--- src/rtl/mem_issue_queue.sv ---
// mem_issue_queue: in-order load/store issue queue ahead of the memory unit.
// Captures missing operands from the CDB and issues only the head entry, so
// memory traffic leaves in program order. A flush or reset empties the queue.
// An op is treated as a store when its write byte mask is non-zero; loads
// carry a zero write mask and do not wait on rs2.
module mem_issue_queue #(
    parameter int DEPTH = 8,
    parameter int ROB_W = 5,
    localparam int PW = (DEPTH > 1) ? $clog2(DEPTH) : 1,
    localparam int CW = $clog2(DEPTH + 1)
) (
    input  logic             clk,
    input  logic             rst,
    input  logic             flush,

    input  logic             disp_valid,
    output logic             disp_ready,
    input  logic [31:0]      disp_pc,
    input  logic [31:0]      disp_inst,
    input  logic [31:0]      disp_imm,
    input  logic [2:0]       disp_memop,
    input  logic [3:0]       disp_rmask,
    input  logic [3:0]       disp_wmask,
    input  logic [ROB_W-1:0] disp_rd_rob_idx,
    input  logic             disp_rs1_rdy,
    input  logic             disp_rs2_rdy,
    input  logic [ROB_W-1:0] disp_rs1_tag,
    input  logic [ROB_W-1:0] disp_rs2_tag,
    input  logic [31:0]      disp_rs1_data,
    input  logic [31:0]      disp_rs2_data,

    input  logic             cdb_valid,
    input  logic [ROB_W-1:0] cdb_rob_idx,
    input  logic [31:0]      cdb_data,

    output logic             iss_valid,
    input  logic             iss_ready,
    output logic [31:0]      iss_pc,
    output logic [31:0]      iss_inst,
    output logic [31:0]      iss_imm,
    output logic [31:0]      iss_rs1_data,
    output logic [31:0]      iss_rs2_data,
    output logic [2:0]       iss_memop,
    output logic [3:0]       iss_rmask,
    output logic [3:0]       iss_wmask,
    output logic [ROB_W-1:0] iss_rd_rob_idx,

    output logic [CW-1:0]    count
);

    typedef struct packed {
        logic [31:0]      pc;
        logic [31:0]      inst;
        logic [31:0]      imm;
        logic [2:0]       memop;
        logic [3:0]       rmask;
        logic [3:0]       wmask;
        logic [ROB_W-1:0] rd;
        logic             rs1_rdy;
        logic [ROB_W-1:0] rs1_tag;
        logic [31:0]      rs1_data;
        logic             rs2_rdy;
        logic [ROB_W-1:0] rs2_tag;
        logic [31:0]      rs2_data;
    } entry_t;

    entry_t           ent_q [DEPTH];
    logic [DEPTH-1:0] vld_q;
    logic [PW-1:0]    head_q, head_d;
    logic [PW-1:0]    tail_q, tail_d;
    logic [CW-1:0]    count_q, count_d;

    entry_t disp_ent;
    logic   full;
    logic   enq;
    logic   deq;
    logic   head_is_store;

    assign full       = (count_q == CW'(DEPTH));
    assign disp_ready = !full;
    assign enq        = disp_valid && disp_ready;

    // Issue outputs come straight from the head entry; no CDB bypass.
    assign head_is_store  = |ent_q[head_q].wmask;
    assign iss_valid      = vld_q[head_q] && ent_q[head_q].rs1_rdy &&
                            (!head_is_store || ent_q[head_q].rs2_rdy);
    assign iss_pc         = ent_q[head_q].pc;
    assign iss_inst       = ent_q[head_q].inst;
    assign iss_imm        = ent_q[head_q].imm;
    assign iss_memop      = ent_q[head_q].memop;
    assign iss_rmask      = ent_q[head_q].rmask;
    assign iss_wmask      = ent_q[head_q].wmask;
    assign iss_rd_rob_idx = ent_q[head_q].rd;
    assign iss_rs1_data   = ent_q[head_q].rs1_data;
    assign iss_rs2_data   = ent_q[head_q].rs2_data;
    assign count          = count_q;

    assign deq = iss_valid && iss_ready;

    // Build the incoming entry, catching an operand broadcast in the dispatch cycle.
    always_comb begin
        disp_ent          = '0;
        disp_ent.pc       = disp_pc;
        disp_ent.inst     = disp_inst;
        disp_ent.imm      = disp_imm;
        disp_ent.memop    = disp_memop;
        disp_ent.rmask    = disp_rmask;
        disp_ent.wmask    = disp_wmask;
        disp_ent.rd       = disp_rd_rob_idx;
        disp_ent.rs1_rdy  = disp_rs1_rdy;
        disp_ent.rs1_tag  = disp_rs1_tag;
        disp_ent.rs1_data = disp_rs1_data;
        disp_ent.rs2_rdy  = disp_rs2_rdy;
        disp_ent.rs2_tag  = disp_rs2_tag;
        disp_ent.rs2_data = disp_rs2_data;
        if (!disp_rs1_rdy && cdb_valid && (disp_rs1_tag == cdb_rob_idx)) begin
            disp_ent.rs1_rdy  = 1'b1;
            disp_ent.rs1_data = cdb_data;
        end
        if (!disp_rs2_rdy && cdb_valid && (disp_rs2_tag == cdb_rob_idx)) begin
            disp_ent.rs2_rdy  = 1'b1;
            disp_ent.rs2_data = cdb_data;
        end
    end

    // Next head/tail/count from the enqueue and dequeue handshakes.
    always_comb begin
        head_d  = head_q;
        tail_d  = tail_q;
        count_d = count_q;
        if (deq) begin
            head_d = (head_q == PW'(DEPTH - 1)) ? '0 : head_q + 1'b1;
        end
        if (enq) begin
            tail_d = (tail_q == PW'(DEPTH - 1)) ? '0 : tail_q + 1'b1;
        end
        case ({enq, deq})
            2'b10:   count_d = count_q + 1'b1;
            2'b01:   count_d = count_q - 1'b1;
            default: count_d = count_q;
        endcase
    end

    // Pointer and occupancy registers; flush behaves like reset here.
    always_ff @(posedge clk) begin
        if (rst || flush) begin
            head_q  <= '0;
            tail_q  <= '0;
            count_q <= '0;
        end else begin
            head_q  <= head_d;
            tail_q  <= tail_d;
            count_q <= count_d;
        end
    end

    // Entry storage: resident wakeup, dequeue clear, enqueue write.
    always_ff @(posedge clk) begin
        if (rst) begin
            vld_q <= '0;
            for (int i = 0; i < DEPTH; i++) begin
                ent_q[i] <= '0;
            end
        end else if (flush) begin
            vld_q <= '0;
        end else begin
            for (int i = 0; i < DEPTH; i++) begin
                if (vld_q[i] && cdb_valid) begin
                    if (!ent_q[i].rs1_rdy && (ent_q[i].rs1_tag == cdb_rob_idx)) begin
                        ent_q[i].rs1_rdy  <= 1'b1;
                        ent_q[i].rs1_data <= cdb_data;
                    end
                    if (!ent_q[i].rs2_rdy && (ent_q[i].rs2_tag == cdb_rob_idx)) begin
                        ent_q[i].rs2_rdy  <= 1'b1;
                        ent_q[i].rs2_data <= cdb_data;
                    end
                end
            end
            if (deq) begin
                vld_q[head_q] <= 1'b0;
            end
            if (enq) begin
                ent_q[tail_q] <= disp_ent;
                vld_q[tail_q] <= 1'b1;
            end
        end
    end

endmodule

--- config.mk ---
export PLATFORM = sky130hd
export DESIGN_NAME = mem_issue_queue
export DESIGN_NICKNAME = d
export VERILOG_FILES = /design/src/rtl/mem_issue_queue.sv
export SDC_FILE = /design/constraint.sdc
export NUM_CORES = 2
export LEC_CHECK = 0
export CAP_MARGIN = 25
export CELL_PAD_IN_SITES_DETAIL_PLACEMENT = 2
export CELL_PAD_IN_SITES_GLOBAL_PLACEMENT = 2
export CORE_UTILIZATION = 40
export CTS_CLUSTER_SIZE = 12
export DETAILED_ROUTE_END_ITERATION = 12
export GPL_ROUTABILITY_DRIVEN = 0
export PLACE_DENSITY_LB_ADDON = 0.2
export SLEW_MARGIN = 20
export SYNTH_ARGS = -nofsm -noshare
export SYNTH_HDL_FRONTEND = slang
export SYNTH_SLANG_ARGS = --single-unit
--- constraint.sdc ---
create_clock -name clk -period 8.8 [get_ports clk]
set_clock_uncertainty 0.15 [all_clocks]
set_input_delay 2.64 -clock clk [delete_from_list [all_inputs] [get_ports clk]]
set_output_delay 2.64 -clock clk [all_outputs]
set_load 0.05 [all_outputs]
* After elaboration in Yosys (flattened, before gate mapping)
Memory sizes are Yosys's and may differ from the RTL's. A register that Yosys moved wholly into a read port is not among the register bits.
Cells that the tools add are included.
** Storage, ports and cells
- Flip-flop bits (word level) :: 18
- Word-level logic and storage cells :: 267
- RAM bits :: 1504
- Memories kept :: 1
** Memory list
- ent_q :: words 8, bits a word 188, rd ports 9, clocked after Yosys merged registers in 1, write ports 9, line 67 : entry_t ent_q [DEPTH];
** Cells by class
- Multiplexer cells :: 137
- Order comparisons :: 4
- Equality and inequality tests :: 23
- Add/sub/neg operators :: 4
- Reductions and logical operators :: 59
- Bitwise gates (word level) :: 35
** Operators with widths (number)
- $mux 32 :: 18
- $mux 1 :: 107
- $eq 5x5->1 :: 18
- $logic_and 1x1->1 :: 34
- $mux 8 :: 4
- $or 1x1->1 :: 32
- $logic_not 1->1 :: 20
- $mux 3 :: 4
- $and 8x8->8 :: 1
- $lt 3x4->1 const B :: 2
- $not 8->8 :: 1
- $or 8x8->8 :: 1
- $pmux 4 s2 :: 1
- $add 3x1->3 const B :: 2
- $demux 1 s3 :: 2
- $eq 3x3->1 const B :: 2
- $ge 3x1->1 const B :: 2
- $add 4x1->4 const B :: 1
- $eq 4x4->1 const B :: 1
- $reduce_or 4->1 :: 1
- $sub 4x1->4 const B :: 1
- $bmux 1 s3 :: 1
- $eq 2x1->1 const B :: 1
- $eq 2x2->1 const B :: 1
- other kinds (3) :: 4

* Longest topological paths before layout
- Word-level depth :: 11
- Depth in mapped cells :: 13

* Worst setup path after synthesis
No wires, ideal clock.
- Path kind :: input port to flip-flop
- Start :: input rst
- End :: memory ent_q[0][100] in the netlist's numbering, enable pin
- Data arrival time :: 6.332 ns
- Path slack :: 1.833 ns
- Required time :: 8.165 ns
- Stages on the path :: 5
- Path through :: buf_2 -> or4_1 -> or3_1 -> buf_2 -> nand2_1
** RTL lines
- start, declared :: line 13 : input logic rst,
- end, declared :: line 67

==> qor.yml <==
path_type_of_the_worst_min_delay_path: "register to register"
rsz0062_at_grt: "no"
routed_wire_length_per_instance_um: 32.73
globalRoute.totalOverflow: 0
timing.critical_path.fanout_max: 31
final-setup-viol-count: 0
worst_r2r_path_depth: 12
finalNetCount: 4847
cp_data_arrival_time_ns: 4.44
holdPathEnd: "count[3]"
critical_path_class: "register to output port"
postRouteAntennaNets: 0
count_of_state_elements_after_synthesis: 1525
yosysMostFrequentCell: "sky130_fd_sc_hd__edfxtp_1"
total_clock_buffers_created_by_cts: 171
power.static_leakage_nw: 28.45
tritoncts_clock_tree: "done"
run_status: "finished clean"
clk_slew_on_worst_s_h_paths_ns: 0.06
via_count_of_the_first_global_routing_pass: 46240
detail_route.first_pass.iterations: 7
hpwlAfterDp_um: 130400
hold_path.startpoint: "count[3]"
regToRegEndpoint: "count[3]"
net_count_after_synthesis: 4627
gr-usage-all-layers_pct: 25.97
finalCriticalPeriod_ns: 7.230
area_delta_synth_final_pct: 16.52
cts-hold-fix-buffers: 0
slew-limit-headroom_pct: 21.91
number_of_antenna_violations_at_the_first_check_in_global_routing: 45
ff2ff_setup_slack_ns: 4.39
tightest_hold_margin_ns: 0.3723
cts-root-buf: "sky130_fd_sc_hd__clkbuf_16"
timing.final.max_slew_violations: 0
worst-slew-pin-transition_ns: 1.171
numClockSinks: 1525
syn_inst: 4388
yosys_warnings: 0
power_density_over_the_cells_nw_per_um2: 197.3
post_cts_resize_count: 0
core_um2: 174600
drv.max_cap_violation_count: 0
drt-vias-per-instance: 5.871
fp.dieArea_um2: 178100
whs_path_depth: 2
detail_route.wirelength_um: 231700
drc: 0
critPathTopFamily: "buffers and inverters"
io_pins: 413
timing.final.hold_violations: 0
drt-initial-drc-count: 3594
ys_async_sr_fraction_pct: 0
final_setup_margin_ns: 1.570
clk_lat_worst_skew_ns: 0.82
routed-via-count: 41560
max_stage_delay_ns: 1.01
achievable-frequency_mhz: 138.3
setup.worst_path.end_class: "output port"
req_time_crit_path_ns: 6.01
cpMaxStageDelayCell: "sky130_fd_sc_hd__clkdlybuf4s50_1"
yosysUniqueCellTypes: 56
fp-row-count: 153
filler_cell_count: 16050
crit_chain: "buf_16, mux2i_1, mux4_2, a41oi_1, nor3_2, clkdlybuf4s50_1"
post-cts-setup-buffers: 0
post-synth-top-area-fraction_pct: 63.56
final_clock_period_utilization_by_the_worst_path_pct: 82.16
synth.avg_cell_area_um2: 16.08
h-tree-depth: 4
seq_area_frac_synth_pct: 64.44
count_of_flip_flops_with_a_built_in_enable_after_synthesis: 1494
peakVddDrop_mv: 0.2015
worst-path-buf-inv: 2
synth_top_cell_by_area: "sky130_fd_sc_hd__edfxtp_1"
syn-cell-area_um2: 70580
wire_length_of_the_first_global_routing_pass_um: 336500
setup_tns_ns: 0
place_ws_ns: 1.716
setup.worst_path.start_class: "register"
flip_flop_cell_with_the_highest_count_after_synthesis: "sky130_fd_sc_hd__edfxtp_1"
top_cells_by_area_synth: "sky130_fd_sc_hd__edfxtp_1, sky130_fd_sc_hd__mux4_2, sky130_fd_sc_hd__and2_1"
grt_max_degree: 136
floorplan.die.height_um: 422.1
numPortBuffers: 412
die_span_x_um: 422.1
synth.cells.most_frequent: "sky130_fd_sc_hd__edfxtp_1, sky130_fd_sc_hd__and2_1, sky130_fd_sc_hd__a22o_1, sky130_fd_sc_hd__mux4_2, sky130_fd_sc_hd__clkbuf_1"
layout-drive-gt1-share_pct: 19.30
cts_max_path_buffers: 3
initial_util_pct: 40.43
layout make-up:
| class | instances | area [um2] | area share [%] |
|---|---|---|---|
| antenna | 14 | 35.03 | 0.04260 |
| tap | 2325 | 2909 | 3.537 |
| sequential | 1525 | 45490 | 55.32 |
| multi-input combinational | 2386 | 23420 | 28.47 |
| clock inverter | 89 | 593.1 | 0.7211 |
| clock buffer | 216 | 4469 | 5.434 |
| inverter | 15 | 71.32 | 0.08672 |
| timing repair buffer | 509 | 5253 | 6.387 |
kinds of logic (layout without fill, tap and decap cells):
logic type                 after synthesis  in the layout  synth area share [%]
AOI/OAI and AO/OA                      578            578                 6.942
adders and majority gates                8              8                0.1525
DFF                                   1525           1525                 64.44
xor gates and xnor gates                93             93                 1.154
muxes                                  552            552                 14.39
buffers and inverters                  477            829                 2.801
other                                    0             14                     0
and+or+nand+nor                       1155           1155                 10.12
worst reg2reg max path, stage by stage (launching register included):
cell                      delay (ns)
sky130_fd_sc_hd__dfxtp_4        0.59
sky130_fd_sc_hd__buf_16         0.32
sky130_fd_sc_hd__mux2i_1        0.30
sky130_fd_sc_hd__mux4_2         0.32
sky130_fd_sc_hd__a41oi_1        0.37
sky130_fd_sc_hd__nor4b_2        0.77
sky130_fd_sc_hd__ha_1           0.36
sky130_fd_sc_hd__ha_1           0.26
sky130_fd_sc_hd__a21o_1         0.18
sky130_fd_sc_hd__a21oi_1        0.17
sky130_fd_sc_hd__xnor2_1        0.09
sky130_fd_sc_hd__or3_1          0.31
sky130_fd_sc_hd__a21oi_1        0.15
report_power, final:
group | leakage (nW) | total (W) | internal [W] | switching [W]
registers | 15.5 | 0.00837 | 0.00827 | 0.0000966
clock network | 2.47 | 0.00671 | 0.00368 | 0.00302
logic | 10.4 | 0.00115 | 0.000401 | 0.000745
total | 28.5 | 0.0162 | 0.0124 | 0.00387
registers in the layout (all words and copies together), names as in the netlist, named ones only:
name / cells
vld_q: 8
head_q: 3
tail_q: 3
ent_q: 1504
count: 4
how the worst max path moves through the flow:
stage | end | slack [ns] | depth (start not counted)
2_1_floorplan | ent_q[0][100] | 1.83 | 5
3_3_place_gp | ent_q[6][131] | 1.78 | 8
3_5_place_dp | ent_q[1][174] | 1.72 | 6
4_1_cts | iss_valid | 1.17 | 5
5_1_grt | iss_valid | 1.35 | 6
6_report | iss_valid | 1.57 | 6
metal layers:
| layer | global-route usage, % | part of all wire, % | up-vias |
|---|---|---|---|
| li1 | - | - | 17390 |
| met1 | 34.21 | 42 | 22470 |
| met2 | 44.23 | 51 | 1312 |
| met3 | 3.892 | 5.2 | 354 |
| met4 | 7.935 | 2.5 | 34 |
| met5 | 0 | 0.10 | - |
placed cells by master, fill, tap and decap left out, drive strengths merged, types with 20 or more instances in the layout:
| master | count |
|---|---|
| mux2 | 176 |
| inv | 24 |
| mux2i | 24 |
| a21oi | 27 |
| xor2 | 20 |
| dfxtp | 31 |
| nor2 | 32 |
| and2 | 978 |
| buf | 97 |
| clkdlybuf4s50 | 412 |
| clkbuf | 216 |
| edfxtp | 1494 |
| mux4 | 352 |
| clkinv | 75 |
| a22o | 514 |
| xnor2 | 73 |
| nand2 | 42 |
metrics by stage:
| stage | util, % | instance area (um2) | cells | total power [W] |
|---|---|---|---|---|
| floorplan | - | 70580 | 4388 | 0.009117 |
| global placement | 44.03 | 76870 | 6748 | 0.009623 |
| detailed placement | 44.13 | 77050 | 6756 | 0.009673 |
| CTS | 47.03 | 82120 | 7061 | 0.01635 |
| global route | 47.10 | 82240 | 7077 | 0.01665 |
| finish | 47.11 | 82240 | 7079 | 0.01622 |
Power figures use the tool's default switching activity.
